--- src/rtl/mcp320x_pkg.sv ---
// Shared types, constants and helpers for the MCP320x scanning SPI master.
package mcp320x_pkg;

  typedef enum logic [1:0] {
    ST_IDLE  = 2'd0,
    ST_SETUP = 2'd1,
    ST_SHIFT = 2'd2,
    ST_GAP   = 2'd3
  } scan_state_t;

  localparam int CMD_BITS  = 5;
  localparam int NULL_EDGE = 7;

  function automatic int frame_len(input int res);
    return 7 + res;
  endfunction

  function automatic logic [2:0] lowest_set(input logic [7:0] mask);
    logic [2:0] idx;
    idx = '0;
    for (int i = 7; i >= 0; i--) begin
      if (mask[i]) idx = 3'(i);
    end
    return idx;
  endfunction

endpackage

--- src/rtl/mcp320x_frame.sv ---
// One chip-select-low frame: SCLK divider, half-period counter, command
// shifter, synchronized receive shifter and null-bit check.
module mcp320x_frame
  import mcp320x_pkg::*;
#(
  parameter int CLKDIV = 4,
  parameter int RES    = 12
) (
  input  logic                clk,
  input  logic                rst_n,
  input  logic                i_start,
  input  logic [CMD_BITS-1:0] i_cmd,
  input  logic [2:0]          i_chan,
  input  logic                i_dout,
  output logic                o_cs_n,
  output logic                o_sclk,
  output logic                o_din,
  output logic                o_in_shift,
  output logic                o_done,
  output logic [2:0]          o_chan,
  output logic [RES-1:0]      o_data,
  output logic                o_err
);

  localparam int N  = frame_len(RES);
  localparam int HW = $clog2(2 * N + 1);
  localparam int DW = $clog2(CLKDIV);
  localparam logic [HW-1:0] LAST_HALF = HW'(2 * N - 1);

  logic                r_sync1, r_sync2;
  logic                r_active, r_null;
  logic                r_cs_n, r_sclk, r_din, r_done, r_err;
  logic [DW-1:0]       r_div;
  logic [HW-1:0]       r_half;
  logic [HW-1:0]       w_edge;
  logic [CMD_BITS-1:0] r_cmd;
  logic [RES-1:0]      r_shift, r_data;
  logic [RES-1:0]      w_shift_nxt;
  logic [2:0]          r_chan, r_ochan;

  // Half-period h ends on an odd index => the rising edge (h+1)/2 is being sampled.
  assign w_edge      = (r_half + 1'b1) >> 1;
  assign w_shift_nxt = {r_shift[RES-2:0], r_sync2};

  assign o_cs_n     = r_cs_n;
  assign o_sclk     = r_sclk;
  assign o_din      = r_din;
  assign o_in_shift = r_active && (r_half != '0);
  assign o_done     = r_done;
  assign o_chan     = r_ochan;
  assign o_data     = r_data;
  assign o_err      = r_err;

  always_ff @(posedge clk or negedge rst_n) begin
    if (!rst_n) begin
      r_sync1  <= 1'b0;
      r_sync2  <= 1'b0;
      r_active <= 1'b0;
      r_null   <= 1'b0;
      r_cs_n   <= 1'b1;
      r_sclk   <= 1'b0;
      r_din    <= 1'b0;
      r_done   <= 1'b0;
      r_err    <= 1'b0;
      r_div    <= '0;
      r_half   <= '0;
      r_cmd    <= '0;
      r_shift  <= '0;
      r_data   <= '0;
      r_chan   <= '0;
      r_ochan  <= '0;
    end else begin
      r_sync1 <= i_dout;
      r_sync2 <= r_sync1;
      r_done  <= 1'b0;
      if (!r_active) begin
        if (i_start) begin
          r_active <= 1'b1;
          r_cs_n   <= 1'b0;
          r_din    <= i_cmd[CMD_BITS-1];
          r_cmd    <= i_cmd;
          r_chan   <= i_chan;
          r_div    <= DW'(CLKDIV - 1);
          r_half   <= '0;
          r_null   <= 1'b0;
        end
      end else if (r_div != '0) begin
        r_div <= r_div - 1'b1;
      end else begin
        r_div  <= DW'(CLKDIV - 1);
        r_half <= r_half + 1'b1;
        if (!r_half[0]) begin
          r_sclk <= 1'b1;
        end else begin
          r_sclk <= 1'b0;
          if (w_edge == HW'(NULL_EDGE)) r_null <= r_sync2;
          if (w_edge > HW'(NULL_EDGE)) r_shift <= w_shift_nxt;
          if (r_half == LAST_HALF) begin
            r_active <= 1'b0;
            r_cs_n   <= 1'b1;
            r_din    <= 1'b0;
            r_done   <= 1'b1;
            r_data   <= w_shift_nxt;
            r_err    <= r_null;
            r_ochan  <= r_chan;
          end else begin
            r_cmd <= {r_cmd[CMD_BITS-2:0], 1'b0};
            r_din <= r_cmd[CMD_BITS-2];
          end
        end
      end
    end
  end

endmodule

--- src/rtl/mcp320x_scan.sv ---
// Scan sequencer for MCP320x ADCs: walks the latched channel mask in
// ascending order and launches one frame per channel.
//   state    | meaning
//   ST_IDLE  | waiting for start/auto with a non-empty mask
//   ST_SETUP | frame launched, CS low before the first SCLK rise
//   ST_SHIFT | SCLK running, command out / data in
//   ST_GAP   | CS high between frames, then next channel, rescan or idle
module mcp320x_scan
  import mcp320x_pkg::*;
#(
  parameter int NCH     = 8,
  parameter int RES     = 12,
  parameter int CLKDIV  = 4,
  parameter int CS_IDLE = 8
) (
  input  logic           clk,
  input  logic           rst_n,
  input  logic           start,
  input  logic           auto,
  input  logic [NCH-1:0] chan_mask,
  input  logic [NCH-1:0] diff_mask,
  output logic           adc_cs_n,
  output logic           adc_sclk,
  output logic           adc_din,
  input  logic           adc_dout,
  output logic           busy,
  output logic           res_valid,
  output logic [2:0]     res_chan,
  output logic [RES-1:0] res_data,
  output logic           res_err
);

  // Gap length absorbs the launch and frame-start register stages so that
  // CS stays high for CS_IDLE + CLKDIV cycles between frames.
  localparam int GAP_LOAD = CS_IDLE + CLKDIV - 3;
  localparam int GW       = $clog2(CS_IDLE + CLKDIV);

  scan_state_t         r_state;
  logic [7:0]          r_pend, r_diff;
  logic [2:0]          r_chan;
  logic [CMD_BITS-1:0] r_cmd;
  logic                r_frame_start, r_busy;
  logic [GW-1:0]       r_gap;

  logic [7:0] w_cm8, w_dm8, w_src_mask, w_src_diff;
  logic [2:0] w_first;
  logic       w_use_live, w_launch, w_in_shift, w_done;

  function automatic logic [CMD_BITS-1:0] make_cmd(input logic diff, input logic [2:0] ch);
    return {1'b1, ~diff, (NCH == 4) ? 1'b0 : ch[2], ch[1:0]};
  endfunction

  always_comb begin
    w_cm8 = '0;
    w_cm8[NCH-1:0] = chan_mask;
    w_dm8 = '0;
    w_dm8[NCH-1:0] = diff_mask;
    w_use_live = (r_state == ST_IDLE) || (r_pend == '0);
    w_src_mask = w_use_live ? w_cm8 : r_pend;
    w_src_diff = w_use_live ? w_dm8 : r_diff;
    w_first    = lowest_set(w_src_mask);
    w_launch   = ((r_state == ST_IDLE) && (start || auto) && (w_cm8 != '0)) ||
                 ((r_state == ST_GAP) && (r_gap == '0) &&
                  ((r_pend != '0) || (auto && (w_cm8 != '0))));
  end

  always_ff @(posedge clk or negedge rst_n) begin
    if (!rst_n) begin
      r_state       <= ST_IDLE;
      r_pend        <= '0;
      r_diff        <= '0;
      r_chan        <= '0;
      r_cmd         <= '0;
      r_frame_start <= 1'b0;
      r_busy        <= 1'b0;
      r_gap         <= '0;
    end else begin
      r_frame_start <= 1'b0;
      if (w_launch) begin
        r_pend        <= w_src_mask & ~(8'b1 << w_first);
        r_diff        <= w_src_diff;
        r_chan        <= w_first;
        r_cmd         <= make_cmd(w_src_diff[w_first], w_first);
        r_frame_start <= 1'b1;
        r_busy        <= 1'b1;
        r_state       <= ST_SETUP;
      end else begin
        case (r_state)
          ST_IDLE: ;
          ST_SETUP: if (w_in_shift) r_state <= ST_SHIFT;
          ST_SHIFT: begin
            if (w_done) begin
              r_state <= ST_GAP;
              r_gap   <= GW'(GAP_LOAD);
            end
          end
          ST_GAP: begin
            if (r_gap != '0) begin
              r_gap <= r_gap - 1'b1;
            end else begin
              r_state <= ST_IDLE;
              r_busy  <= 1'b0;
            end
          end
          default: r_state <= ST_IDLE;
        endcase
      end
    end
  end

  mcp320x_frame #(
    .CLKDIV(CLKDIV),
    .RES   (RES)
  ) u_frame (
    .clk       (clk),
    .rst_n     (rst_n),
    .i_start   (r_frame_start),
    .i_cmd     (r_cmd),
    .i_chan    (r_chan),
    .i_dout    (adc_dout),
    .o_cs_n    (adc_cs_n),
    .o_sclk    (adc_sclk),
    .o_din     (adc_din),
    .o_in_shift(w_in_shift),
    .o_done    (w_done),
    .o_chan    (res_chan),
    .o_data    (res_data),
    .o_err     (res_err)
  );

  assign busy      = r_busy;
  assign res_valid = w_done;

endmodule

--- config.mk ---
export PLATFORM = sky130hd
export DESIGN_NAME = mcp320x_scan
export DESIGN_NICKNAME = d
export VERILOG_FILES = /design/src/rtl/mcp320x_pkg.sv /design/src/rtl/mcp320x_frame.sv /design/src/rtl/mcp320x_scan.sv
export SDC_FILE = /design/constraint.sdc
export NUM_CORES = 1
export LEC_CHECK = 0
export CAP_MARGIN = 20
export CORE_ASPECT_RATIO = 0.8
export CORE_MARGIN = 8
export CORE_UTILIZATION = 56
export CTS_CLUSTER_SIZE = 20
export DETAILED_ROUTE_END_ITERATION = 8
export HOLD_SLACK_MARGIN = 0.03
export PLACE_DENSITY = 0.9
export SYNTH_ARGS = -nofsm -noshare
export SYNTH_HDL_FRONTEND = slang
export SYNTH_SLANG_ARGS = --single-unit
--- constraint.sdc ---
create_clock -name clk -period 3.5 [get_ports clk]
set_input_delay 0.35 -clock clk [delete_from_list [all_inputs] [get_ports clk]]
set_output_delay 0.35 -clock clk [all_outputs]
set_load 0.02 [all_outputs]
# ---- Yosys cells after proc, flatten, opt, wreduce, memory -nomap -nowiden
# Index checks and enable logic that the tools add are counted.
dict set report totals {
  inputBits 21
  register_bits 82
}
dict set report op_classes {
  bitwise 6
  magnitude_cmp 2
  add_sub_neg 3
  shift 1
  n_mux 59
  n_eq_ne 16
  reduce_logical 34
}
# op n
set op_table {}
lappend op_table {{two-way mux 1 bit} 29}
lappend op_table {{two-way mux 4 bit} 7}
lappend op_table {{AND reduction 4 bit} 7}
lappend op_table {{two-way mux 3 bit} 8}
lappend op_table {{two-way mux 6 bit} 3}
lappend op_table {{two-way mux 8 bit} 2}
lappend op_table {{nonzero test 8 bit} 2}
lappend op_table {{two-way mux 2 bit} 7}
lappend op_table {{inequality test 2 bit (second input constant)} 6}
lappend op_table {{AND 8 bit} 1}
lappend op_table {{zero test 8 bit} 1}
lappend op_table {{NOT 8 bit} 1}
lappend op_table {{one-hot mux 4 bit (2 select lines)} 1}
lappend op_table {{AND reduction 2 bit} 4}
lappend op_table {{nonzero test 2 bit} 4}
lappend op_table {{nonzero test 4 bit} 2}
lappend op_table {{<< shifter 1 x 3 -> 8 bit (first input constant)} 1}
lappend op_table {{adder 6 x 1 -> 6 bit (second input constant)} 1}
lappend op_table {{== test 6 bit (second input constant)} 1}
lappend op_table {{logical AND 1 bit} 6}
lappend op_table {{inequality test 3 x 2 -> 1 bit (second input constant)} 2}
lappend op_table {{one-hot mux 2 bit (3 select lines)} 1}
lappend op_table {{nonzero test 6 bit} 1}
lappend op_table {{== test 5 x 3 -> 1 bit (second input constant)} 1}
lappend op_table {{14 further kinds} 22}

# ---- Depth between registers and ports, before layout
dict set report logic_depth {
  ltp_word 14
  depth_mapped 11
  depth_no_buf 11
}

# ---- Cells and area by module
# Synthesis repeated with hierarchy kept, for this count alone.
dict set report unflattened {
  hier_cells 371
  area_unflattened_um2 4175.3
}
# module cells_per_inst instances seq_area_each_um2 area_each_um2
set modules_own_cells {}
lappend modules_own_cells {mcp320x_frame 174 1 1252.5 2269.7}
lappend modules_own_cells {mcp320x_scan 197 1 725.7 1905.6}

# ---- Least setup slack after synthesis
# No wires, ideal clock.
dict set report synth_timing {
  kind {register to register}
  start {register r_pend[2]}
  end {register r_cmd[3]}
  path_slack_ps 748
  stages_incl_launch_ff 10
  arrival_ps 2629
  n_path_buf 0
  cell_sequence {dfrtp_1 > or4_4 > o41ai_2 > a22oi_2 > a222oi_1 > o31a_2 > a21bo_1 > a21oi_1 > nor2_1 > o221a_2}
}
dict set report synth_via {
  elab_chain_len 14
  word_cells_on_any_way 19
}
# item line_no
set synth_lines {}
lappend synth_lines {{from (decl)} mcp320x_scan.sv:39} ;# logic [7:0] r_pend, r_diff;
lappend synth_lines {{from (signal assigned)} mcp320x_scan.sv:80} ;# r_pend <= w_src_mask & ~(8'b1 << w_first);
lappend synth_lines {{zero test 8 bit} mcp320x_scan.sv:58} ;# w_use_live = (r_state == ST_IDLE) || (r_pend == '0);
lappend synth_lines {{logical OR 1 bit} mcp320x_scan.sv:58}
lappend synth_lines {{two-way mux 8 bit} mcp320x_scan.sv:59} ;# w_src_mask = w_use_live ? w_cm8 : r_pend;
lappend synth_lines {{two-way mux 3 bit (8 in a row)} mcp320x_pkg.sv:22} ;# if (mask[i]) idx = 3'(i);
lappend synth_lines {{binary-select mux 1 bit (select 3 bit)} mcp320x_scan.sv:83} ;# r_cmd <= make_cmd(w_src_diff[w_first], w_first);
lappend synth_lines {{two-way mux 1 bit (implied by the code)} mcp320x_scan.sv:83}
lappend synth_lines {{NOT 1 bit} mcp320x_scan.sv:50} ;# return {1'b1, ~diff, (NCH == 4) ? 1'b0 : ch[2], ch[1:0]};
lappend synth_lines {{to (signal assigned)} mcp320x_scan.sv:83}
lappend synth_lines {{to (decl)} mcp320x_scan.sv:41} ;# logic [CMD_BITS-1:0] r_cmd;
# Several ways; a longest one is shown, not always the timed one. The select of a mux whose other input is x is not followed.
# A chain may end at the register's enable or synchronous reset.

# ---- Worst setup path after layout
dict set report layout_timing {
  start {register r_pend[5]}
  end {register r_cmd[3]}
}
# Same word-level chain as after synthesis.

==> results.cfg <==
[synth]
syn_area_um2 = 3810
synth_edf_count = 0
syn_area_per_cell_um2 = 9.79
yosysWarnings = 0
synth_ff_type = dfrtp_1
synthArstFlopShare_pct = 100
synth-seq-cells = 79
synth_cells = 389
synth-seq-area-share_pct = 51.9
syn-num-nets = 415
synth.distinct_cells = 56

[cts]
clk_root_buffer_cell = clkbuf_8
cts_tree = done
postCtsResizedCells = 0
cts.reportedPaths.clkPinSlew_ns = 0.08
clock_latency_ns = 0.35
cts_buffers = 9
cts_buffer_depth = 2
clock-sinks = 79
ctsHtreeMaxLevel = 3

[timing]
finalSetupTns_ns = 0
hold_viol_final = 0
rsz0062_at_grt = false
worst_pin_slew_ns = 0.616
drv_slew = 0
fin_skew_ns = 0.00796
period_share_pct = 87.2
slew-limit-headroom_pct = 58.9
finalSetupViolations = 0
finalCriticalPeriod_ns = 3.05
worst_slack_ns = 0.448
fmax_mhz = 328

[grt]
antenna_found_initial = 0
grt_pass1_vias = 3081
track_usage_pct = 18.7
grt_start_max_net_pins = 80
gr-total-overflow = 0
grt_pass1_wl_um = 14800

[detailed_routing]
ant_nets = 0
drtPass1Iterations = 4
avgRoutedWirePerCell_um = 16.3
wirelength_um = 8620
drt_iter0_drc = 181
drt-vias-per-instance = 5.81
vias = 3063
drc_errors = 0

[setup_path]
cp.required_ns = 3.74
startpoint_type = register
r2r-end = r_cmd[3]$_DFFE_PN0P_
worst_r2r_path_depth = 9
cp.arrival_ns = 3.29
criticalPathCategory = reg -> reg
critPathCaptureType = register
timing.rr.start = r_pend[5]$_DFFE_PN0P_
cp_max_fo = 7
rrSetupSlack_ns = 0.45

[power]
power_frac_comb_pct = 3.4
power.internal_w = 0.00127
p_leak_nw = 2.10
seqPwrFrac_pct = 55.7
swShare_pct = 22.2
p_total_w = 0.00164
ir_drop_mv = 0.312
clockPowerShare_pct = 40.9
power.density_nw_per_um2 = 361
netSwitchingPower_w = 0.000365

[placement]
placed_cells = 509
gp_congestion = 0.890
portBuffers = 41
place_ws_ns = 0.500
dpl.hpwl_um = 5970

[finish]
final_common_cell = nand2_1
drive_gt1_share_pct = 10.7
layout_common_cells = nand2_1, dfrtp_1, clkdlybuf4s50_1, nor2_1, o21ai_0
antennaDiodeCount = 0
syn_to_final_growth_pct = 19.2
nets = 461
final_cells = 527

[floorplanning]
initial_core_util_pct = 56.7
die_h_um = 89.8
core_um2 = 6720
io_pins = 42
die_area_um2 = 9720
num_rows = 27
chipWidth_um = 108

[worst_hold_path]
min_path_type = in -> async

[job]
maxCapViolCount = 0

[outcome]
status = completed
## worst max path at each step
stage	startpoint	to	depth (start not counted)
5_1_grt	r_pend[1]$_DFFE_PN0P_	r_pend[5]$_DFFE_PN0P_	9
3_5_place_dp	r_pend[5]$_DFFE_PN0P_	r_cmd[3]$_DFFE_PN0P_	9
3_3_place_gp	r_pend[5]$_DFFE_PN0P_	r_cmd[3]$_DFFE_PN0P_	9
6_report	r_pend[5]$_DFFE_PN0P_	r_cmd[3]$_DFFE_PN0P_	9
2_1_floorplan	r_pend[2]$_DFFE_PN0P_	r_cmd[3]$_DFFE_PN0P_	9
4_1_cts	r_pend[1]$_DFFE_PN0P_	r_cmd[3]$_DFFE_PN0P_	9
## area by class of cell
| type | count | area [µm²] |
|---|---|---|
| Fill cell | 507 | 2180 |
| Timing Repair Buffer | 48 | 483 |
| Clock inverter | 4 | 55.1 |
| Inverter | 19 | 71.3 |
| Clock buffer | 12 | 135 |
| Sequential cell | 79 | 1980 |
| Multi-Input combinational cell | 278 | 1710 |
| Tap cell | 87 | 109 |
## synth_stat cells, drive strengths merged (8+ instances only)
| cell type | count | share of area [%] |
|---|---|---|
| o21ai | 27 | 3.5 |
| inv | 17 | 1.7 |
| nor2 | 35 | 3.4 |
| a21oi | 16 | 2.1 |
| mux2i | 8 | 2.1 |
| nand2 | 83 | 8.2 |
| clkbuf | 10 | 0.99 |
| nand3 | 9 | 1.2 |
| dfrtp | 78 | 51 |
| mux2 | 23 | 6.8 |
## metrics by stage
step | hold slack (ns) | cell area, µm² | util (%)
4_1_cts | 0.189 | 4500 | 67.0
5_1_grt | 0.337 | 4540 | 67.6
3_3_place_gp | 0.337 | 4310 | 64.2
2_1_floorplan | 0.0544 | 3810 | -
3_5_place_dp | 0.349 | 4310 | 64.2
6_report | 0.349 | 4540 | 67.6
## critical path: stages (launching register included)
cell      delay (ns)
dfrtp_1         0.47
or4_4           0.56
o41ai_2         0.28
a22oi_2         0.11
a222oi_1        0.54
o31a_2          0.30
a21bo_1         0.24
a21oi_1         0.14
nor2_1          0.07
o221a_2         0.22
## power groups by stage
stage	clock network (W)	logic [W]	registers [W]
3_5_place_dp	0	0.0000517	0.000932
4_1_cts	0.000687	0.0000518	0.000913
2_1_floorplan	0	0.00000616	0.000932
6_report	0.000670	0.0000550	0.000913
3_3_place_gp	0	0.0000508	0.000932
5_1_grt	0.000718	0.0000619	0.000914
## flip-flops by register name, indices dropped and copies added (netlist names), 2 cells and up
name             cells
u_frame.r_chan       3
r_cmd                3
u_frame.r_half       6
u_frame.r_div        2
u_frame.r_shift     11
r_state              2
r_pend               8
r_chan               2
r_gap                4
r_diff               8
u_frame.r_cmd        4
u_frame.o_data      12
u_frame.o_chan       3
## layer usage
metal	GRT usage, %	vias up	routed length (µm)	part of all wire, %
li1	-	1455	-	-
met1	24.1	1514	3820	44
met2	30.0	82	4280	50
met3	4.07	12	389	4.5
met4	7.04	0	127	1.5
met5	0	-	0	0
## what timing repair did
action	in CTS	in global routing
hold buffers	0	1
buffers inserted	0	0
endpoints found under the hold margin	0	4
## cells by family after synthesis
family | count (synthesis) | synth area share, %
AOI/OAI and AO/OA | 88 | 16.5
xor gates and xnor gates | 3 | 0.690
adders and majority gates | 5 | 1.64
buffers and inverters | 32 | 3.19
DFF | 79 | 51.9
muxes | 31 | 8.90
and+or+nand+nor | 151 | 17.1
(Power assumes the default switching activity.)
